--- config.mk ---
export PLATFORM = sky130hd
export DESIGN_NAME = tx_6b8b_sched_flat
export DESIGN_NICKNAME = d
export VERILOG_FILES = /design/src/rtl/tx6b8b_pkg.sv /design/src/rtl/tx_6b8b_sched_if.sv /design/src/rtl/tx6b8b_arb.sv /design/src/rtl/tx_6b8b_sched.sv /design/src/flat_wrapper.sv
export SDC_FILE = /design/constraint.sdc
export NUM_CORES = 1
export LEC_CHECK = 0
export ABC_CLOCK_PERIOD_IN_PS = 5100
export CORE_ASPECT_RATIO = 1.2
export CORE_MARGIN = 5
export CORE_UTILIZATION = 50
export DETAILED_ROUTE_END_ITERATION = 10
export PLACE_DENSITY = 0.73
export SLEW_MARGIN = 20
export SYNTH_ARGS = -nofsm -noshare
export SYNTH_HDL_FRONTEND = slang
export SYNTH_SLANG_ARGS = --single-unit
--- constraint.sdc ---
create_clock -name clk -period 5.1 [get_ports clk]
set_clock_uncertainty 0.15 [all_clocks]
set_input_delay 1.02 -clock clk [delete_from_list [all_inputs] [get_ports clk]]
set_output_delay 1.02 -clock clk [all_outputs]
set_load 0.02 [all_outputs]
--- src/rtl/tx6b8b_pkg.sv ---
// tx6b8b_pkg: shared K-symbol codes and scheduler state encoding for the 6b8b TX scheduler
package tx6b8b_pkg;
    localparam logic [5:0] K_SYNC = 6'b011110;
    localparam logic [5:0] K_IDLE = 6'b100001;
    typedef enum logic [1:0] {INIT = 2'd0, RUN = 2'd1, SYNC = 2'd2} state_t;
endpackage

--- src/rtl/tx_6b8b_sched_if.sv ---
// tx_6b8b_sched_if: requester channels A (data) and B (data or K) into the symbol scheduler
interface tx_6b8b_sched_if;
    logic       a_valid;
    logic [5:0] a_data;
    logic       a_ready;
    logic       b_valid;
    logic [5:0] b_data;
    logic       b_k;
    logic       b_ready;
    modport master (output a_valid, a_data, b_valid, b_data, b_k, input a_ready, b_ready);
    modport slave (input a_valid, a_data, b_valid, b_data, b_k, output a_ready, b_ready);
endinterface

--- src/rtl/tx6b8b_arb.sv ---
// tx6b8b_arb: two-requester grant; round-robin when TX6B8B_SCHED_RR_EN is defined, else A over B
module tx6b8b_arb (
    input  logic clk,
    input  logic rst_n,
    input  logic req,
    input  logic a_valid,
    input  logic b_valid,
    output logic a_gnt,
    output logic b_gnt
);
`ifdef TX6B8B_SCHED_RR_EN
    logic last_b;
    always_ff @(posedge clk or negedge rst_n)
        if (!rst_n) last_b <= 1'b1;
        else if (a_gnt | b_gnt) last_b <= ~last_b;
    always_comb begin
        a_gnt = req & a_valid & (~b_valid | last_b);
        b_gnt = req & b_valid & (~a_valid | ~last_b);
    end
`else
    logic unused_clk;
    assign unused_clk = clk ^ rst_n;
    always_comb begin
        a_gnt = req & a_valid;
        b_gnt = req & b_valid & ~a_valid;
    end
`endif
endmodule

--- src/rtl/tx_6b8b_sched.sv ---
// tx_6b8b_sched: one 6-bit symbol per serializer request from init/periodic sync, channels A/B or idle
// Arbitration mode selected by TX6B8B_SCHED_RR_EN (see tx6b8b_arb).
module tx_6b8b_sched
    import tx6b8b_pkg::*;
#(
    parameter int SYNC_PERIOD = 1024,
    parameter int SYNC_BURST  = 4,
    parameter int INIT_SYNC   = 16,
    parameter int CNT_W       = 16
) (
    input  logic          clk,
    input  logic          rst_n,
    input  logic          en,
    input  logic          sym_req,
    tx_6b8b_sched_if.slave ch,
    output logic          enc_k,
    output logic [5:0]    enc_din,
    output logic          enc_load,
    output logic          sync_active,
    output logic [1:0]    state
);
    localparam logic [CNT_W-1:0] PER_MAX    = CNT_W'(SYNC_PERIOD - SYNC_BURST - 1);
    localparam logic [CNT_W-1:0] INIT_LAST  = CNT_W'(INIT_SYNC - 1);
    localparam logic [CNT_W-1:0] BURST_LAST = CNT_W'(SYNC_BURST - 1);

    state_t           st, st_nx;
    logic [CNT_W-1:0] cnt, cnt_nx, per, per_nx;
    logic             wrap, done, req, a_gnt, b_gnt, sym_k, sym_sync;
    logic [5:0]       sym_din;

    // the request that enters SYNC issues idle and grants nobody
    assign wrap = (st == RUN) && (per == PER_MAX);
    assign done = cnt == ((st == INIT) ? INIT_LAST : BURST_LAST);
    assign req  = en & sym_req & (st == RUN) & ~wrap;

    tx6b8b_arb u_arb (
        .clk     (clk),
        .rst_n   (rst_n),
        .req     (req),
        .a_valid (ch.a_valid),
        .b_valid (ch.b_valid),
        .a_gnt   (a_gnt),
        .b_gnt   (b_gnt)
    );

    assign ch.a_ready = a_gnt;
    assign ch.b_ready = b_gnt;
    assign state      = st;

    always_comb begin
        st_nx    = st;
        cnt_nx   = cnt;
        per_nx   = per;
        sym_k    = 1'b1;
        sym_din  = K_IDLE;
        sym_sync = 1'b0;
        if (!en) begin
            st_nx  = INIT;
            cnt_nx = '0;
            per_nx = '0;
        end else if (sym_req) begin
            case (st)
                INIT, SYNC: begin
                    sym_din  = K_SYNC;
                    sym_sync = 1'b1;
                    st_nx    = done ? RUN : st;
                    cnt_nx   = done ? '0 : cnt + 1'b1;
                    per_nx   = done ? '0 : per;
                end
                RUN: begin
                    st_nx   = wrap ? SYNC : RUN;
                    per_nx  = wrap ? per : per + 1'b1;
                    sym_k   = ~a_gnt & (~b_gnt | ch.b_k);
                    sym_din = a_gnt ? ch.a_data : b_gnt ? ch.b_data : K_IDLE;
                end
                default: st_nx = INIT;
            endcase
        end
    end

    always_ff @(posedge clk or negedge rst_n) begin
        if (!rst_n) begin
            st          <= INIT;
            cnt         <= '0;
            per         <= '0;
            enc_k       <= 1'b1;
            enc_din     <= K_IDLE;
            enc_load    <= 1'b0;
            sync_active <= 1'b0;
        end else begin
            st       <= st_nx;
            cnt      <= cnt_nx;
            per      <= per_nx;
            enc_load <= sym_req;
            if (sym_req) begin
                enc_k       <= sym_k;
                enc_din     <= sym_din;
                sync_active <= sym_sync;
            end
        end
    end
endmodule

--- src/flat_wrapper.sv ---
// flat-port wrapper written by rule: the top's interface ports become plain ports
module tx_6b8b_sched_flat import tx6b8b_pkg::*;
#(
    parameter int SYNC_PERIOD = 1024,
    parameter int SYNC_BURST  = 4,
    parameter int INIT_SYNC   = 16,
    parameter int CNT_W       = 16
)
  (clk, rst_n, en, sym_req, enc_k, enc_din, enc_load, sync_active, state, ch_a_valid, ch_a_data, ch_b_valid, ch_b_data, ch_b_k, ch_a_ready, ch_b_ready);
  tx_6b8b_sched_if ch_i ();
  input  logic clk;
  input  logic rst_n;
  input  logic en;
  input  logic sym_req;
  output logic enc_k;
  output logic [5:0] enc_din;
  output logic enc_load;
  output logic sync_active;
  output logic [1:0] state;
  input wire logic [$bits(ch_i.a_valid)-1:0] ch_a_valid;
  input wire logic [$bits(ch_i.a_data)-1:0] ch_a_data;
  input wire logic [$bits(ch_i.b_valid)-1:0] ch_b_valid;
  input wire logic [$bits(ch_i.b_data)-1:0] ch_b_data;
  input wire logic [$bits(ch_i.b_k)-1:0] ch_b_k;
  output wire logic [$bits(ch_i.a_ready)-1:0] ch_a_ready;
  output wire logic [$bits(ch_i.b_ready)-1:0] ch_b_ready;
  assign ch_i.a_valid = ch_a_valid;
  assign ch_i.a_data = ch_a_data;
  assign ch_i.b_valid = ch_b_valid;
  assign ch_i.b_data = ch_b_data;
  assign ch_i.b_k = ch_b_k;
  assign ch_a_ready = ch_i.a_ready;
  assign ch_b_ready = ch_i.b_ready;
  tx_6b8b_sched #(.SYNC_PERIOD(SYNC_PERIOD), .SYNC_BURST(SYNC_BURST), .INIT_SYNC(INIT_SYNC), .CNT_W(CNT_W)) u_core (.clk(clk), .rst_n(rst_n), .en(en), .sym_req(sym_req), .ch(ch_i), .enc_k(enc_k), .enc_din(enc_din), .enc_load(enc_load), .sync_active(sync_active), .state(state));
endmodule
==> results.txt <==
status = completed
DP HPWL = 3.78 mm
WHS = 0.345 ns
largest net degree at the start of global routing = 44
via count = 2151
placed cell area = 2790 um^2
largest family of logic cells by synthesized area = compound AO/OA/AOI/OAI gates
Fmax = 0.246 GHz
final wirelength = 5.38 mm
TritonRoute pass-1 iters = 4
Post-synth EDFFs = 0
Placer Congestion = 0.765
Synth area leaders = dfrtp_1 41%, o31ai_1 4.6%, a21oi_1 4.5%
Port Buffer Count = 31
Post-CTS Resized = 0
initial core utilization = 0.508
CP Cell Sequence = clkdlybuf4s50_1 > buf_4 > nand3_1 > or2_2 > nor2_1 > clkdlybuf4s50_1
most frequent CP cell = clkdlybuf4s50_1
Adder-Cell Fraction of Synth Area = 0.0102
delay-heaviest family, CP = buffers and inverters
global-route usage over all layers = 0.180
Post-Synth Simple-Gate Area = 0.233
cts hold-fix bufs = 0
Setup crit start kind = primary input
Clock Sinks = 43
Max-Cap Viols = 0
Seq cells post-synth = 43
Yosys top cell area share = 0.408
mux cell area share after synthesis = 0.0209
Hold Vio Cnt, Final = 0
initial antenna violation count = 0
DRT antenna net count = 0
die area = 6420 um^2
layout net count = 317
Post-synth ARST share = 1.00
proportion of layout cells with a drive suffix above 1 = 0.0640
Synth warnings = 0
Synthesized Nets = 292
Rows = 28
width of the die = 74.0 um
CTS tree = yes
total gr overflow = 0
Critical Path Max Stage Delay = 0.60 ns
Mapped Area = 2460 um^2
ys flop type = dfrtp_1
Leakage = 0.00116 uW
drt drc = 0
Max clock buf depth = 2
boundary pin count = 32
cell taking the most area after synthesis = dfrtp_1
fill count = 433
Critical Path AT = 2.89 ns
CP max stage cell = clkdlybuf4s50_1
Synth Area in Compound Gates = 0.246
hold crit path type = register to register
clk_lat worst skew = 0.29 ns
global-route wire length before repair = 9.27 mm
vias per cell = 6.03
routed length per instance = 15.1 um
Setup crit end kind = output pin
Max Transition Viols Final = 0
setup TNS = 0 ns
Clock Pin Slew Worst Setup and Hold Paths = 0.07 ns
H-tree depth = 2
unrepaired setup endpoints after global routing = no
Post-Layout Inst Area = 2870 um^2
CTS Buf Count = 5
sequential fraction of the synthesis area = 0.440
crit path max fanout = 16
Tcrit/Tclk final = 0.796
vias in the first global route = 1967
power per cell area = 218 nW/um^2
Die Ht = 86.8 um
Worst R2R Setup Slack = 2.30 ns
min Tclk post-route = 4.06 ns
final setup vio count = 0
Initial DRC Count = 164
relative slew slack = 0.367
core area = 4830 um^2
Synth-to-Final Area Change = 16.9%
Mean Syn Cell Area = 9.06 um^2
Slew @ Worst Pin = 0.949 ns
Pwr Total = 627 uW
CP required = 3.93 ns
Setup Crit Path Kind = primary input to output pin
peak supply drop = 0.174 mV
Netlist cell types = 43
Post-CTS Setup Inserts = 0
Cells after Synth = 271
xor-xnor portion of the synthesized cell area = 0.00713
Bufs and invs on worst path = 3
ANT cells = 0
Root Buffer = clkbuf_8
layer usage:
layer,GRT usage,vias to the layer above,part of all wire
met4,0.0544,0,0.012
li1,-,1084,-
met2,0.293,46,0.48
met3,0.0371,7,0.057
met5,0,-,0
met1,0.240,1014,0.45
cell type report:
cell class	count	area, um^2	area share
clock buffer	8	80.1	0.0279
inverter	11	41.3	0.0144
multi-input combinational	202	1270	0.444
sequential	43	1080	0.376
tap	60	75.1	0.0261
timing repair buffer	33	320	0.112
worst register-to-register path, delay by kind of cell, from the launching register on:
kind            cells  cell delay, ns
simple gates        3            1.59
compound gates      2            0.48
flops               1            0.43
Yosys cell counts, types with 2 or more instances:
master,n
a211oi_1,6
a21o_1,2
a21oi_1,22
a22o_1,9
and2_1,5
and3_1,7
and4_1,5
buf_1,2
clkbuf_1,12
dfrtp_1,40
dfstp_2,3
ha_1,2
inv_1,11
mux2i_1,4
nand2_1,23
nand3_1,15
nand4_1,7
nor2_1,12
nor2b_1,2
nor3_1,2
nor4_1,4
o21ai_0,22
o21bai_1,2
o22a_1,2
o22ai_1,7
o31ai_1,15
or2_2,2
or4_1,10
xnor2_1,2
stage by stage:
step	utilization	setup slack, ns	instances
2_1_floorplan	-	1.91	271
3_3_place_gp	0.577	1.05	349
3_5_place_dp	0.577	1.03	349
4_1_cts	0.593	1.03	357
5_1_grt	0.594	0.909	357
6_report	0.594	1.04	357
logic make-up (layout without fill, tap and decap cells):
family	after synthesis	in the layout
AOI/OAI and AO/OA	92	92
DFF	43	43
xor gates and xnor gates	2	2
buffers and inverters	26	52
adders and majority gates	2	2
and+or+nand+nor	101	101
muxes	5	5
final timing paths:
path,start,endpoint,cells past startpoint
setup / recovery,sym_req,ch_b_ready,6
hold / removal,u_core.enc_k,u_core.enc_k,2
setup reg to reg,u_core.cnt[6],u_core.per[4],5
hold reg to reg,u_core.enc_k,u_core.enc_k,2
max in group asynchronous,rst_n,u_core.cnt[2],1
min in group asynchronous,rst_n,u_core.per[5],1
report_power, final:
group	total (uW)	switching, uW	internal, uW
Clock	203	106	97.3
Combinational	71.7	39.0	32.7
Sequential	352	3.56	349
Total	627	149	479
registers in the layout, summed over array words and instances, names as in the netlist:
name and count:
u_core.cnt 16, u_core.per 16, u_core.enc_din 6, u_core.state 2, u_core.enc_k 1, u_core.enc_load 1
u_core.sync_active 1
cell usage in the layout (no fill, tap or decap), types with 7 or more instances in the layout:
| cell | Yosys | final |
|---|---|---|
| o22ai_1 | 7 | 7 |
| a22o_1 | 9 | 9 |
| o31ai_1 | 15 | 15 |
| o21ai_0 | 22 | 22 |
| or4_1 | 10 | 10 |
| nor2_1 | 12 | 12 |
| nand2_1 | 23 | 23 |
| a21oi_1 | 22 | 22 |
| nand4_1 | 7 | 7 |
| inv_1 | 11 | 11 |
| nand3_1 | 15 | 15 |
| and3_1 | 7 | 7 |
| clkdlybuf4s50_1 | 0 | 30 |
| dfrtp_1 | 40 | 40 |
(Power assumes the default switching activity.)
==> variant 1 (same flow settings) <==
`CNT_W` is set to 16 in 2 places; all go to 24.
--- a/src/rtl/tx_6b8b_sched.sv
+++ b/src/rtl/tx_6b8b_sched.sv
@@ -6,7 +6,7 @@
     parameter int SYNC_PERIOD = 1024,
     parameter int SYNC_BURST  = 4,
     parameter int INIT_SYNC   = 16,
-    parameter int CNT_W       = 16
+    parameter int CNT_W       = 24
 ) (
     input  logic          clk,
     input  logic          rst_n,
--- a/src/flat_wrapper.sv
+++ b/src/flat_wrapper.sv
@@ -4,7 +4,7 @@
     parameter int SYNC_PERIOD = 1024,
     parameter int SYNC_BURST  = 4,
     parameter int INIT_SYNC   = 16,
-    parameter int CNT_W       = 16
+    parameter int CNT_W       = 24
 )
   (clk, rst_n, en, sym_req, enc_k, enc_din, enc_load, sync_active, state, ch_a_valid, ch_a_data, ch_b_valid, ch_b_data, ch_b_k, ch_a_ready, ch_b_ready);
   tx_6b8b_sched_if ch_i ();
Check against the original RTL: no difference found for any inputs over 10 cycles, from zero or initial values and one cycle with rst_n low; that may be too few to reach the edited logic, so the function may still have changed.
==> variant 1 against the unedited design <==
  * Sequential cell count rose by 16
  * Non-clock buffer count is 5 higher
  * Cell area increased by 36%
  * Clock power up 110%
  * Area after synthesis up 36%
  * Worst setup slack got worse by 0.31 ns
  * Sequential power up 38%
  * Power is 61% higher
  * Routed wire length up 54%
  * Critical endpoint unchanged
==> variant 1: results (changes against the unedited design) <==
| Metric | Value |
|---|---|
| Leakage | `1.54 nW (+33%)` |
| Number of global-route vias before repair | `3006 (+53%)` |
| Sw Pwr | `0.000255 W (+72%)` |
| Tmin final | `4.37 ns (+0.306 ns)` |
| Worst EP arrival | `3.20 ns (+0.31 ns)` |
| Clock share of power | `0.423 (+0.099)` |
| PD cells | `257 nW/um^2 (+18%)` |
| Crit-path max FO | `11 (-5)` |
| Worst IR drop on VDD | `175 uV (+0.80%)` |
| Status | `finished clean` |
| Synth area leaders | `dfrtp_1, o21ai_0, a21oi_1` |
| Slew @ Worst Pin | `0.799 ns (-0.150 ns)` |
| CTS buffer count | `9 (+4)` |
| Biggest regs | `u_core.cnt: 24 flops, u_core.per: 24 flops, u_core.enc_din: 6 flops` |
| Skew-Pair Late Insertion Delay | `0.34 ns (+0.05 ns)` |
| Mean Syn Cell Area | `8.74 um^2 (-3.6%)` |
| Cells after DPL | `488 (+40%)` |
| FF-to-FF setup slack | `2.26 ns (-0.04 ns)` |
| Sequential-to-total area share from yosys stat | `0.445 (+0.00510)` |
| 1st-iter DRT viols | `124 (-24%)` |
| DP Worst Slack | `0.741 ns (-0.291 ns)` |
| Comb power frac | `0.094 (-0.020)` |
| FF-to-FF path depth | `8 (+3)` |
| Commonest cells in the netlist | `dfrtp_1, nand2_1, o21ai_0` |
| Met1 wire length | `3580 um (+49%)` |
| Largest net degree at the start of global routing | `60 (+36%)` |
[variant 1: layer usage]
| metal | GRT usage | vias to the layer above |
|---|---|---|
| li1 | - | 1505 |
| met1 | 0.264 | 1549 |
| met2 | 0.353 | 74 |
| met3 | 0.0456 | 17 |
| met4 | 0.0926 | 0 |
| met5 | 0 | - |
[variant 1: cells by family after synthesis]
| family | after synthesis | synth area share |
|---|---|---|
| mux | 3 | 0.00902 |
| fa+ha+maj | 2 | 0.00752 |
| compound gates | 122 | 0.230 |
| simple gates | 164 | 0.269 |
| buf+inv | 31 | 0.0395 |
| flops | 59 | 0.445 |
[variant 1: worst reg2reg max path, cell delays in order, from the launching register on]
cell,delay (ns)
dfrtp_1,0.45
nor2_1,0.16
mux2i_1,0.40
o31ai_1,0.11
buf_4,0.19
nor2_1,0.61
buf_4,0.33
nand2_1,0.09
o31ai_1,0.25
[variant 1: stage by stage]
| step | cell area [um^2] | power (W) |
|---|---|---|
| after floorplan | 3330 | 0.000541 |
| after global placement | 3720 | 0.000590 |
| after detailed placement | 3720 | 0.000591 |
| after CTS | 3920 | 0.00102 |
| after global routing | 3920 | 0.00105 |
| final | 3920 | 0.00101 |
[variant 1: how the worst max path moves through the flow]
stage / start / cells after the start / end
2_1_floorplan: sym_req / 5 / ch_b_ready
3_3_place_gp: en / 7 / ch_b_ready
3_5_place_dp: en / 7 / ch_b_ready
4_1_cts: en / 7 / ch_b_ready
5_1_grt: en / 7 / ch_b_ready
6_report: en / 7 / ch_b_ready
[variant 1: layout make-up]
cell class / count / area (um^2)
tap: 85 / 106
fill: 583 / 2530
inverter: 15 / 56.3
clock inverter: 5 / 52.6
clock buffer: 11 / 141
sequential: 59 / 1480
timing repair buffer: 38 / 358
multi-input combinational: 291 / 1720
==> variant 2 (config.mk and constraints unchanged) <==
Made on the original files. Put one more register stage on the output `sync_active`, without a reset. The value now appears one clock later. The other outputs are not delayed to match.
--- a/src/rtl/tx_6b8b_sched.sv
+++ b/src/rtl/tx_6b8b_sched.sv
@@ -22,6 +22,8 @@
     localparam logic [CNT_W-1:0] PER_MAX    = CNT_W'(SYNC_PERIOD - SYNC_BURST - 1);
     localparam logic [CNT_W-1:0] INIT_LAST  = CNT_W'(INIT_SYNC - 1);
     localparam logic [CNT_W-1:0] BURST_LAST = CNT_W'(SYNC_BURST - 1);
+
+    logic sync_active_s0;
 
     state_t           st, st_nx;
     logic [CNT_W-1:0] cnt, cnt_nx, per, per_nx;
@@ -86,7 +88,7 @@
             enc_k       <= 1'b1;
             enc_din     <= K_IDLE;
             enc_load    <= 1'b0;
-            sync_active <= 1'b0;
+            sync_active_s0 <= 1'b0;
         end else begin
             st       <= st_nx;
             cnt      <= cnt_nx;
@@ -95,9 +97,13 @@
             if (sym_req) begin
                 enc_k       <= sym_k;
                 enc_din     <= sym_din;
-                sync_active <= sym_sync;
+                sync_active_s0 <= sym_sync;
             end
         end
     end
+    always_ff @(posedge clk) begin
+        sync_active <= sync_active_s0;
+    end
+
 endmodule
 
Behaviour: not the same (a bounded check fails within 4 cycles, from zero or initial values and one cycle with rst_n low).
==> variant 2 against the unedited design <==
  * Global-route usage up 0.31 points
  * Critical path depth unchanged
  * Synthesized cell count up 0.37%
  * Cell area up 1.2%
  * Routed wire length up 2.3%
  * Non-clock buffer count unchanged
  * Sequential cell count up 1
  * Worst hold slack worse by 0.11 ns
  * Largest cell class unchanged
  * Utilization up 0.27 points
  * Area after synthesis up 0.82%
  * Worst setup slack worse by 0.010 ns
  * Die area up 0.72%
  * Highest routed layer unchanged
  * Power up 5.2%
==> variant 2: results (changes against the unedited design) <==
| Metric | Value |
|---|---|
| Slowest cell on the critical path | `clkdlybuf4s50_1` |
| Syn nets | `293 (+0.34%)` |
| Sequential-to-total area share from yosys stat | `0.444 (+0.00453)` |
| Total global routing overflow | `0 (unchanged)` |
| Clk Tree Root Cell | `clkbuf_8` |
| Asr flop ratio synth | `0.977 (-0.0227)` |
| HP Class | `reg -> reg` |
| Yosys warning count | `0 (unchanged)` |
| Crit path max-delay family | `buffers and inverters` |
| H-tree depth | `2 (unchanged)` |
| Buffer count from post-CTS setup fixing | `0 (unchanged)` |
| Clock network power consumption | `0.000227 W (+12%)` |
| Initial antenna violation count | `0 (unchanged)` |
| DR pass1 iterations | `4 (unchanged)` |
| Met3 Use GR | `0.0370 (-0.000171)` |
| Worst EP arrival | `2.90 ns (about the same)` |
| Number of global-route vias before repair | `2099 (+6.7%)` |
| GR Util met1 | `0.217 (-0.0227)` |
| Gr usage total | `0.183 (+0.00313)` |
| Status | `finished clean` |
| DR WL/cell | `15.4 um (+2.1%)` |
| Synth area leaders | `dfrtp_1, o31ai_1, a21oi_1` |
| Netlist cell types | `44 (+2.3%)` |
| Skew-Pair Late Insertion Delay | `0.30 ns` |
| GPL Wtd Cong | `0.792 (+3.5%)` |
| Bufs on Longest Clock Path | `2 (unchanged)` |
| 1st-iter DRT viols | `135 (-18%)` |
| Critical path's largest stage delay | `approximately 0.61 ns` |
| HPWL after detailed placement | `3840 um (+1.7%)` |
| Via Count | `2163 (+0.56%)` |
| Port bufs | `31 (unchanged)` |
| Leakage | `1.17 nW (+1.2%)` |
| Ratio of cells with drive above 1 in the final layout | `0.0705 (+0.00650)` |
| Slew @ Worst Pin | `0.942 ns (-0.00699 ns)` |
| Sequential share of power | `0.547 (-0.014)` |
| Grt met2 use | `0.331 (+0.0379)` |
| Largest net degree at the start of global routing | `44 (unchanged)` |
| Worst IR drop on VDD | `182 uV (+4.4%)` |
| Sw Pwr | `0.000160 W (+7.8%)` |
| Crit-path max FO | `16 (unchanged)` |
| Reg clk slew, reported paths | `about 0.080 ns` |
| Commonest cells in the netlist | `dfrtp_1, nand2_1, a21oi_1, o21ai_0` |
| First-pass GRT wire length | `9410 um (+1.6%)` |
| DP Worst Slack | `1.04 ns (+0.00988 ns)` |
| Top FF cell, synth | `dfrtp_1` |
| Antenna diodes | `0 (unchanged)` |
| Biggest regs | `u_core.cnt: 16 flops, u_core.per: 16 flops, u_core.enc_din: 6 flops` |
| CTS buffer count | `5 (unchanged)` |
| Total Nets Final | `318 (+0.32%)` |
| PostCTS Resize Cnt | `0 (unchanged)` |
variant 2: cell type report:
| class | instances | area, um^2 |
|---|---|---|
| Timing Repair Buffer | 33 | 320 |
| Sequential cell | 44 | 1100 |
| Multi-Input combinational cell | 202 | 1270 |
| Clock inverter | 1 | 7.51 |
| Clock buffer | 7 | 86.3 |
| Tap cell | 60 | 75.1 |
| Inverter | 11 | 41.3 |
| Fill cell | 431 | 1960 |
variant 2: path summary, 6_finish.rpt:
path,slack [ns],to,cells past startpoint,from
worst max register to register,2.30,u_core.per[9],5,u_core.cnt[9]
worst min register to register,0.23,u_core.sync_active,0,u_core.sync_active_s0
min in group asynchronous,0.71,u_core.per[14],1,rst_n
max in group asynchronous,3.50,u_core.enc_load,1,rst_n
worst min-delay path,0.23,u_core.sync_active,0,u_core.sync_active_s0
worst max-delay path,1.03,ch_b_ready,6,sym_req
variant 2: per-stage QoR:
stage                     power, W  area (um^2)  cells   util
after floorplan           0.000402         2480    272      -
after global placement    0.000439         2810    350  0.577
after detailed placement  0.000441         2810    350  0.577
after CTS                 0.000670         2900    358  0.596
after global routing      0.000688         2910    358  0.597
final                     0.000660         2910    358  0.597
variant 2: per-layer routing:
| layer | vias up | part of all wire |
|---|---|---|
| met1 | 1052 | 0.43 |
| met5 | - | 0 |
| met2 | 30 | 0.54 |
| met3 | 5 | 0.027 |
| met4 | 0 | 0.010 |
| li1 | 1076 | - |
variant 2: cells by family after synthesis:
logic type               after synthesis  share of synthesized area
AND/OR/NAND/NOR                      101                      0.231
AO/OA/AOI/OAI                         92                      0.244
flip-flops                            44                      0.444
buffers and inverters                 26                     0.0424
multiplexers                           5                     0.0207
XOR/XNOR                               2                    0.00708
adder cells (fa/ha/maj)                2                     0.0101
